===== config.mk =====
export PLATFORM = sky130hd
export DESIGN_NAME = branch_target_unit
export DESIGN_NICKNAME = d
export VERILOG_FILES = /design/src/rtl/branch_target_unit.sv
export SDC_FILE = /design/constraint.sdc
export NUM_CORES = 1
export LEC_CHECK = 0
export ABC_CLOCK_PERIOD_IN_PS = 4170
export CELL_PAD_IN_SITES_DETAIL_PLACEMENT = 1
export CELL_PAD_IN_SITES_GLOBAL_PLACEMENT = 1
export CORE_UTILIZATION = 40
export CTS_BUF_LIST = sky130_fd_sc_hd__clkbuf_8
export CTS_CLUSTER_DIAMETER = 200
export DETAILED_ROUTE_END_ITERATION = 12
export MAX_ROUTING_LAYER = met4
export PLACE_DENSITY_LB_ADDON = 0.1
export SETUP_SLACK_MARGIN = 0.02
export SLEW_MARGIN = 20
export SYNTH_ARGS = -nofsm -noshare
export SYNTH_HDL_FRONTEND = slang
export SYNTH_SLANG_ARGS = --single-unit

===== constraint.sdc =====
create_clock -name clk -period 4.17 [get_ports clk]
set_input_delay 0.834 -clock clk [delete_from_list [all_inputs] [get_ports clk]]
set_output_delay 0.834 -clock clk [all_outputs]
set_load 0.02 [all_outputs]

===== src/rtl/branch_target_unit.sv =====
// Branch/jal/jalr target generator with a registered result stage, misaligned-target
// detection and a circular return address stack for return-target prediction.
module branch_target_unit #(
    parameter int XLEN      = 32,
    parameter int RAS_DEPTH = 8,
    parameter int C_EXT     = 0
) (
    input  logic            clk,
    input  logic            rst,
    input  logic            in_valid,
    input  logic            flush,
    input  logic [1:0]      op,
    input  logic            is_call,
    input  logic            is_ret,
    input  logic [XLEN-1:0] pc,
    input  logic [XLEN-1:0] rs1_data,
    input  logic [XLEN-1:0] imm_b,
    input  logic [XLEN-1:0] imm_j,
    input  logic [XLEN-1:0] imm_i,
    output logic            out_valid,
    output logic [XLEN-1:0] target,
    output logic [XLEN-1:0] link_addr,
    output logic            misaligned,
    output logic            ras_pred_valid,
    output logic [XLEN-1:0] ras_pred_addr
);

    localparam int PW = $clog2(RAS_DEPTH);
    localparam int CW = PW + 1;

    localparam logic [1:0] OP_NONE   = 2'd0;
    localparam logic [1:0] OP_BRANCH = 2'd1;
    localparam logic [1:0] OP_JAL    = 2'd2;
    localparam logic [1:0] OP_JALR   = 2'd3;

    logic            out_valid_reg;
    logic [XLEN-1:0] target_reg, target_next;
    logic [XLEN-1:0] link_reg, link_next;
    logic            mis_reg, mis_next;
    logic            pred_valid_reg, pred_valid_next;
    logic [XLEN-1:0] pred_addr_reg, pred_addr_next;

    logic [XLEN-1:0] ras_mem [RAS_DEPTH];
    logic [PW-1:0]   top_reg, top_next;
    logic [CW-1:0]   count_reg, count_next;
    logic [PW-1:0]   wr_ptr;
    logic            wr_en;
    logic [RAS_DEPTH-1:0] wr_sel;

    logic accept, call_eff, ret_eff, do_push, do_pop, do_popush;
    logic [XLEN-1:0] jalr_sum;

    assign accept    = in_valid & ~flush;
    assign call_eff  = is_call & ((op == OP_JAL) | (op == OP_JALR));
    assign ret_eff   = is_ret & (op == OP_JALR);
    assign do_push   = accept & call_eff & ~ret_eff;
    assign do_pop    = accept & ret_eff & ~call_eff;
    assign do_popush = accept & ret_eff & call_eff;

    assign link_next = pc + XLEN'(4);
    assign jalr_sum  = rs1_data + imm_i;

    always_comb begin
        target_next = link_next;
        case (op)
            OP_BRANCH: target_next = pc + imm_b;
            OP_JAL:    target_next = pc + imm_j;
            OP_JALR:   target_next = jalr_sum & ~XLEN'(1);
            default:   target_next = link_next;
        endcase
    end

    // Flag is raised on the taken target regardless of branch outcome.
    always_comb begin
        mis_next = 1'b0;
        if (C_EXT == 0) begin
            mis_next = (op != OP_NONE) & target_next[1];
        end
    end

    always_comb begin
        top_next        = top_reg;
        count_next      = count_reg;
        wr_en           = 1'b0;
        wr_ptr          = top_reg;
        pred_valid_next = 1'b0;
        pred_addr_next  = '0;
        if (do_push) begin
            top_next = top_reg + PW'(1);
            wr_en    = 1'b1;
            wr_ptr   = top_reg + PW'(1);
            if (count_reg != CW'(RAS_DEPTH)) begin
                count_next = count_reg + CW'(1);
            end
        end else if (do_pop) begin
            if (count_reg != '0) begin
                pred_valid_next = 1'b1;
                pred_addr_next  = ras_mem[top_reg];
                top_next        = top_reg - PW'(1);
                count_next      = count_reg - CW'(1);
            end
        end else if (do_popush) begin
            // Replace the top in place; an empty stack gains its first entry.
            wr_en = 1'b1;
            if (count_reg != '0) begin
                pred_valid_next = 1'b1;
                pred_addr_next  = ras_mem[top_reg];
            end else begin
                count_next = CW'(1);
            end
        end
    end

    for (genvar gi = 0; gi < RAS_DEPTH; gi++) begin : g_wr_sel
        assign wr_sel[gi] = wr_en & (wr_ptr == PW'(gi));
    end

    always_ff @(posedge clk) begin
        if (rst) begin
            for (int i = 0; i < RAS_DEPTH; i++) begin
                ras_mem[i] <= '0;
            end
            top_reg   <= '0;
            count_reg <= '0;
        end else begin
            for (int i = 0; i < RAS_DEPTH; i++) begin
                if (wr_sel[i]) begin
                    ras_mem[i] <= link_next;
                end
            end
            top_reg   <= top_next;
            count_reg <= count_next;
        end
    end

    always_ff @(posedge clk) begin
        if (rst) begin
            out_valid_reg  <= 1'b0;
            target_reg     <= '0;
            link_reg       <= '0;
            mis_reg        <= 1'b0;
            pred_valid_reg <= 1'b0;
            pred_addr_reg  <= '0;
        end else begin
            out_valid_reg <= accept;
            if (accept) begin
                target_reg     <= target_next;
                link_reg       <= link_next;
                mis_reg        <= mis_next;
                pred_valid_reg <= pred_valid_next;
                pred_addr_reg  <= pred_addr_next;
            end
        end
    end

    assign out_valid      = out_valid_reg;
    assign target         = target_reg;
    assign link_addr      = link_reg;
    assign misaligned     = mis_reg;
    assign ras_pred_valid = pred_valid_reg;
    assign ras_pred_addr  = pred_addr_reg;

endmodule


# Word level (Yosys, flattened, before mapping)
# Memory sizes are Yosys's and may differ from the RTL's. A register that Yosys moved wholly into a read port is not among the register bits.
# Index checks and enable logic that the tools add are counted.
[totals] ff_bits=106 ram_bits=256 in_bits=168 wordCells=126 memories=1
[memory_table] name="ras_mem" words=8 width=32 read_ports=1 rd_clocked_by_memory_dff=1 wr=8 line="43" text="logic [XLEN-1:0] ras_mem [RAS_DEPTH];"
[op_classes] n_addsub=8 n_eq_ne=14 mux=58 bitwise_logic=29 n_reduce_logical=8
[op_table] op="$mux 32" count=12
[op_table] op="$add 32x32->32" count=3
[op_table] op="$pmux 32 s3" count=1
[op_table] op="$mux 1" count=33
[op_table] op="$add 32x3->32 const B" count=1
[op_table] op="$mux 4" count=6
[op_table] op="$mux 3" count=6
[op_table] op="$and 1x1->1" count=17
[op_table] op="$eq 3x3->1 const B" count=4
[op_table] op="$or 1x1->1" count=9
[op_table] op="$eq 3x2->1 const B" count=2
[op_table] op="$reduce_bool 2->1" count=3
[op_table] op="$add 4x1->4 const B" count=1
[op_table] op="$eq 2x2->1 const B" count=2
[op_table] op="$ne 4x4->1 const B" count=1
[op_table] op="$reduce_and 4->1" count=1
[op_table] op="$reduce_bool 4->1" count=1
[op_table] op="$sub 4x1->4 const B" count=1
[op_table] op="$add 3x1->3 const B" count=1
[op_table] op="$eq 3x1->1 const B" count=1
[op_table] op="$logic_not 3->1" count=1
[op_table] op="$ne 3x2->1 const B" count=1
[op_table] op="$ne 3x3->1 const B" count=1
[op_table] op="$not 1->1" count=3
[op_table] op="other kinds (5)" count=5

# Longest topological paths before layout
# Gate-level depths: netlist of the first run.
[depth] word_depth=12 ltp_mapped=17 ltp_nobuf=15

# Worst setup path after synthesis of the first run
# Ideal clock, no wire load.
[synth_path] path_kind="input-to-reg" from="input port op[0]" to="register target_reg[30], in the netlist target[30]" setup_time_ns=0.080 arrival_ns=4.172 setup_slack_ns=-0.082 cell_stages=17 cell_sequence="inv_1 -> ha_1 -> clkbuf_1 -> clkbuf_1 -> mux2_2 -> ha_1 -> inv_1 -> fa_1 -> and2b_1 -> o2111ai_2 -> and4_4 -> nor4_4 -> o2111a_2 -> o211ai_2 -> and4_4 -> o31a_1 -> a211oi_2"
[synth_via] elab_chain_len=2
[synth_lines] element="from (decl)" line="12" text="input logic [1:0] op,"
[synth_lines] element="$eq 2x2->1 / $eq 2x1->1 (equally long branches)" line="65" text="case (op)"
[synth_lines] element="$pmux 32 s3 *" line="65"
[synth_lines] element="to (signal assigned)" line="147" text="target_reg <= target_next;"
[synth_lines] element="to (decl)" line="37" text="logic [XLEN-1:0] target_reg, target_next;"
# Every way passes the cells marked *; elsewhere a longest branch is shown, timed or not.
# A chain may end at the register's enable or synchronous reset.

# Worst setup path in the final report of the first run
[layout_path] from="input port op[0]" to="register target_reg[31], in the netlist target[31]"
# The elaborated chain is that of the path after synthesis.

==> flow_summary.toml, run 1 <==
[final_layout]
largest_register = "ras_mem"
utilization_pct = 51.8
finish.instance_area_sq_um = 24900
nets = 2371
largest_register_ffs = 256
stdcell_count = 2835
synthToLayoutAreaGrowth_pct = 26.6
drive_above_1_share_pct = 17.9

[power]
p_per_area_nw_per_um2 = 353
power_mw = 8.82
vdd_drop_max_mv = 0.251
power.leakage_nw = 9.47

[synthesis]
ys_seq_elements = 365
synth-edff-count = 256
syn_inst = 1801
avgSynthCellArea_sq_um = 10.9
syn_nets = 2046
ys_warn_count = 0
syn_area_sq_um = 19700
synthFlopType = "edfxtp_1"
ys_seq_area_share_pct = 50.1
ys_types = 79
synthArstFlopShare_pct = 0

[floorplanning]
rows = 80
ios = 267
start_util_pct = 40.9
fp.dieH_um = 224
core_sq_um = 48100
die_x_um = 224
die-area_sq_um = 50200

[detailed_routing]
ant_nets = 0
drt-initial-drc-count = 962
dr.pass1.iters = 4
vias = 15600
vias_per_cell = 5.49
routedWlPerCell_um = 22.7
drc_errors = 0
wl_um = 64400

[timing]
slew_headroom_pct = 39.5
finalClockSkew_ns = 0.0284
timing.final.crit_share_pct = 94.1
fmax_ghz = 0.255
hold_ws_ns = 0.466
finalHoldViolations = 0
setup_viol = 0
drv_slew = 0
period_minus_slack_ns = 3.92
worst-slew-pin-transition_ns = 0.907
rsz0062_at_grt = "no"

[clock_network]
clk_latency_ns = 0.66
cts_htree_levels = 2
cts_made_buffers = 61
cts.clk_slew.worst_paths_ns = 0.07
cts_root_buf = "clkbuf_8"
cts_sinks = 365
cts.path.max_buffers = 3
cts_hold_buf = 0
cts_tree = "done"

[critical_path]
critPathBufInv = 4
critPathMostFrequentCell = "buf_4"
r2r_cells = 5
crit_slowest_cell = "a221oi_2"
required_ns = 4.70
worst_setup_path_start_kind = "input pin"
endpoint_kind = "flop"
crit_chain = "clkdlybuf4s50_1 -> inv_1 -> ha_2 -> buf_4 -> mux2_2 -> ha_1 -> nand2_1 -> a211oi_1 -> o21ai_0 -> a221oi_2 -> a31oi_1 -> buf_4 -> a21oi_2 -> nor4_1 -> o31ai_1 -> o21ai_1"
critPathTopFamily = "compound AO/OA/AOI/OAI gates"
critPathMaxStageDelay_ns = 0.44
setup.worst_path.class = "in -> reg"
crit_fanout = 10
path_depth = 16
worstPathArrival_ns = 4.45

[global_route]
grt_max_degree = 93
grt_pass1_vias = 16700
grt_overflow = 0
antenna_found_initial = 4
grt_pass1_wl_um = 98200
grt_usage_pct = 26.6

[placed_design]
dp_cells = 2718
port-buffer-count = 266
place_congestion = 0.878
placedInstanceArea_sq_um = 23800
hpwl_um = 46100

[flow_run]
cap_violations = 0

[hold_path]
hold-path-cell-count = 2
min_path_type = "reg -> reg"

[run_status]
status = "finished clean"
[worst reg2reg max path, cell delays in order (launching register included)]
cell     delay [ns]
dfxtp_4        0.94
buf_12         0.36
mux4_2         0.56
mux2_2         0.32
a22oi_1        0.19
nor2_1         0.07
[synth_stat cells, drive strengths merged (13+ instances only)]
cell / instances / area, sq um
a22oi: 36 / 270
ha: 75 / 938
o21ai: 46 / 230
dfxtp: 109 / 2180
or2: 31 / 194
and3: 20 / 125
buf: 20 / 90.1
inv: 57 / 214
nand2: 90 / 338
nor3: 18 / 90.1
edfxtp: 256 / 7690
a21oi: 97 / 489
a221oi: 20 / 181
xor2: 44 / 385
nand3: 37 / 185
clkbuf: 113 / 424
a211oi: 53 / 403
xnor2: 35 / 307
a31oi: 13 / 109
mux2: 64 / 721
a21o: 42 / 315
mux4: 64 / 1440
nor2: 317 / 1190
[routing by layer]
metal  vias up  routed length, um  track usage (%)
li1       7280                  -                -
met1      7908              28200             33.8
met2       338              32400             45.1
met3        44               2960             4.08
met4         0                753             5.24
met5         -                  0                -
[layout make-up]
class	instances	area, sq um
inverters	59	221
flip-flops and latches	365	9870
clock inverters	51	254
fillers	5189	23200
repair buffers	395	3790
diodes	3	7.51
multi-input cells	1244	9130
well taps	656	821
clock buffers	62	853
[cell families after synthesis]
family	count (synthesis)	share of synthesized area [%]
and+or+nand+nor	567	12.8
AOI/OAI and AO/OA	391	13.8
DFF	365	50.1
buffers and inverters	192	3.73
muxes	130	11.1
xor gates and xnor gates	79	3.51
adders and majority gates	77	4.97
[per-stage QoR]
| stage | TNS (ns) | worst slack [ns] |
|---|---|---|
| after floorplan | 0 | 0.0658 |
| after global placement | -4.37 | -0.490 |
| after detailed placement | -5.77 | -0.521 |
| after CTS | 0 | 0.185 |
| after global routing | 0 | 0.0253 |
| final | 0 | 0.246 |
[worst paths after layout]
check                                                       to  slack, ns                     from
worst max-delay path                   target[31]$_SDFFE_PP0P_       0.25                    op[0]
worst min register to register         target[13]$_SDFFE_PP0P_       0.47  target[13]$_SDFFE_PP0P_
worst min-delay path                   target[13]$_SDFFE_PP0P_       0.47  target[13]$_SDFFE_PP0P_
worst max register to register  ras_pred_addr[14]$_SDFFE_PP0P_       1.60                     flop
[what timing repair did]
action	in CTS	in global routing
setup endpoints to repair	0	3
hold endpoints to repair	0	0
gates resized for setup	0	1
buffers inserted	0	1
[cell usage in the layout (no fill, tap or decap), types with 18 or more instances in the layout]
cell	Yosys	routed
o21ai_0	42	42
nor3_1	18	18
or2_2	31	31
nand3_1	37	37
nand2_1	90	90
clkbuf_8	0	62
xnor2_1	35	35
mux2_2	64	64
a221oi_1	19	19
mux4_2	64	64
a211oi_1	52	52
nor2_1	317	317
edfxtp_1	256	256
a21oi_1	96	95
and3_1	20	20
dfxtp_1	109	107
ha_1	75	73
clkdlybuf4s50_1	0	265
a21o_1	42	42
a22oi_1	36	36
buf_4	0	117
xor2_1	44	44
inv_1	57	80
[report_power, final]
| part | switching, mW | internal, mW | total, mW |
|---|---|---|---|
| Sequential | 0.0749 | 4.04 | 4.12 |
| Combinational | 0.944 | 0.812 | 1.76 |
| Clock | 1.49 | 1.45 | 2.95 |
| Total | 2.51 | 6.31 | 8.82 |
Power figures use the tool's default switching activity.
==> run 2: changes to the inputs <==
--- a/config.mk
+++ b/config.mk
@@ -8,13 +8,14 @@
 export ABC_CLOCK_PERIOD_IN_PS = 4170
 export CELL_PAD_IN_SITES_DETAIL_PLACEMENT = 1
 export CELL_PAD_IN_SITES_GLOBAL_PLACEMENT = 1
-export CORE_UTILIZATION = 40
+export CORE_UTILIZATION = 41
 export CTS_BUF_LIST = sky130_fd_sc_hd__clkbuf_8
 export CTS_CLUSTER_DIAMETER = 200
 export DETAILED_ROUTE_END_ITERATION = 12
 export MAX_ROUTING_LAYER = met4
 export PLACE_DENSITY_LB_ADDON = 0.1
 export SETUP_SLACK_MARGIN = 0.02
+export SKIP_LAST_GASP = 1
 export SLEW_MARGIN = 20
 export SYNTH_ARGS = -nofsm -noshare
 export SYNTH_HDL_FRONTEND = slang
==> run 2 against run 1 <==
  * Clock skew shrank 0.017 ns
  * Global-route usage shrank 0.45 points
  * Maximum frequency shrank 0.69%
  * Highest routed layer unchanged
==> flow_summary.toml, run 2 (same netlist as run 1, synthesis figures left out) <==
[run_status]
status = "finished clean"

[power]
sw_frac_of_total_pct = 28.2
combinationalPowerShare_pct = 19.8
power_mw = 8.74
clockPowerShare_pct = 33.1
power.internal_mw = 6.28
net-switching-power_mw = 2.47
power.leakage_nw = 9.37
vdd_drop_max_mv = 0.210
p_per_area_nw_per_um2 = 353
seqPwrFrac_pct = 47.1

[clock_network]
cts_setup_buffers = 0
cts_root_buf = "clkbuf_8"
cts_tree = "done"
cts_htree_levels = 2
cts_made_buffers = 60
cts.path.max_buffers = 3
cts.clk_slew.worst_paths_ns = 0.07
cts_hold_buf = 0
clk_latency_ns = 0.64
cts_sinks = 365

[timing]
slew_headroom_pct = 29.6
finalClockSkew_ns = 0.0112
setup_viol = 0
fmax_ghz = 0.253
timing.final.crit_share_pct = 94.8
finalHoldViolations = 0
rsz0062_at_grt = "no"
drv_slew = 0
period_minus_slack_ns = 3.95
worst-slew-pin-transition_ns = 1.06

[floorplanning]
rows = 79
ios = 267
start_util_pct = 42.0
core_sq_um = 47000
die_x_um = 221
die-area_sq_um = 48900
fp.dieH_um = 221

[final_layout]
drive_above_1_share_pct = 17.7
synthToLayoutAreaGrowth_pct = 25.7
final_common_cell = "nor2_1"
largest_register_ffs = 256
final_cell_mix = "nor2_1 (317), clkdlybuf4s50_1 (265), edfxtp_1 (256), dfxtp_1 (106), buf_4 (106)"
largest_register = "ras_mem"
nets = 2358
utilization_pct = 52.7

[global_route]
grt_pass1_vias = 16500
grt_max_degree = 137
antenna_found_initial = 2
grt_pass1_wl_um = 95900
grt_overflow = 0
grt_usage_pct = 26.2

[detailed_routing]
drc_errors = 0
ant_nets = 0
vias_per_cell = 5.63
wl_um = 62700
dr.pass1.iters = 5
drt-initial-drc-count = 948
vias = 15600
routedWlPerCell_um = 22.6

[flow_run]
cap_violations = 0

[placed_design]
port-buffer-count = 266
hpwl_um = 44500
place_congestion = 0.870

[critical_path]
setup.worst_path.class = "in -> reg"
required_ns = 4.70
critPathBufInv = 5
worst_setup_path_start_kind = "input pin"
crit_chain = "clkdlybuf4s50_1 -> inv_1 -> ha_2 -> buf_4 -> buf_12 -> mux2_2 -> ha_1 -> a21oi_1 -> nor2b_1 -> o21a_1 -> a2111oi_0 -> buf_4 -> a21o_1 -> a21oi_2 -> and4_1 -> o31ai_1 -> o21ai_1"
worstPathArrival_ns = 4.48
reg2reg_slack_ns = 1.79
critPathMaxStageDelay_ns = 0.45
critPathMostFrequentCell = "buf_4"
crit_slowest_cell = "a2111oi_0"
endpoint_kind = "flop"
crit_fanout = 18
critPathTopFamily = "compound AO/OA/AOI/OAI gates"

[hold_path]
min_path_type = "reg -> reg"
## run 2: cell types whose count changed in the layout (fill, tap and decap cells not counted)
cell        delta
buf_12         -1
buf_4         -11
bufinv_16      -1
clkbuf_8       +3
clkinv_1       -2
clkinv_2       +4
clkinv_4       -3
clkinvlp_4     +2
dfxtp_1        -1
dfxtp_4        +1
inv_1          -7
inv_8          -1
## run 2: worst paths after layout
kind,startpoint,end,cells after the start
max,op[0],target[31]$_SDFFE_PP0P_,17
min,target[3]$_SDFFE_PP0P_,target[3]$_SDFFE_PP0P_,2
max reg2reg,flop,ras_pred_addr[28]$_SDFFE_PP0P_,5
min reg2reg,target[3]$_SDFFE_PP0P_,target[3]$_SDFFE_PP0P_,2
## run 2: final cells by class
class	instances	area [sq um]
flip-flops and latches	365	9880
inverters	59	221
diodes	3	7.51
multi-input cells	1244	9130
clock inverters	43	188
repair buffers	383	3690
fillers	5069	22200
well taps	607	759
clock buffers	65	895
## run 2: stage by stage
step                      setup TNS (ns)  hold WS (ns)  instances  cell area (sq um)  worst slack (ns)
after floorplan                        0         0.512       1801              19700            0.0658
after global routing                   0         0.490       2768              24800            0.0800
after global placement             -3.64         0.443       2658              23700            -0.359
final                                  0         0.461       2769              24800             0.219
after detailed placement           -5.33         0.454       2658              23700            -0.447
after CTS                              0         0.464       2766              24800             0.251
## run 2: timing repair
item / CTS / global route
gates resized for setup: 0 / 1
endpoints found under the setup margin: 0 / 1
endpoints found under the hold margin: 0 / 0
## run 2: power by group through the flow
stage | Combinational (mW) | Sequential (mW) | Clock, mW
2_1_floorplan | 0.935 | 4.21 | 0
4_1_cts | 1.73 | 4.12 | 2.96
5_1_grt | 1.87 | 4.13 | 3.11
6_report | 1.73 | 4.12 | 2.89
3_3_place_gp | 1.70 | 4.18 | 0
3_5_place_dp | 1.72 | 4.19 | 0
## run 2: per-layer routing
layer  track usage [%]  share of wire (%)  up-vias
li1                  -                  -     7250
met1              33.2                 44     7850
met2              43.7                 49      398
met3              3.35                4.7       85
met4              7.76                2.2        0
met5                 -                  0        -
## run 2: worst reg2reg max path: stages (launching register included)
cell	delay [ns]
dfxtp_4	0.81
buf_4	0.39
mux4_2	0.52
mux2_2	0.29
a22oi_1	0.16
nor2_1	0.06
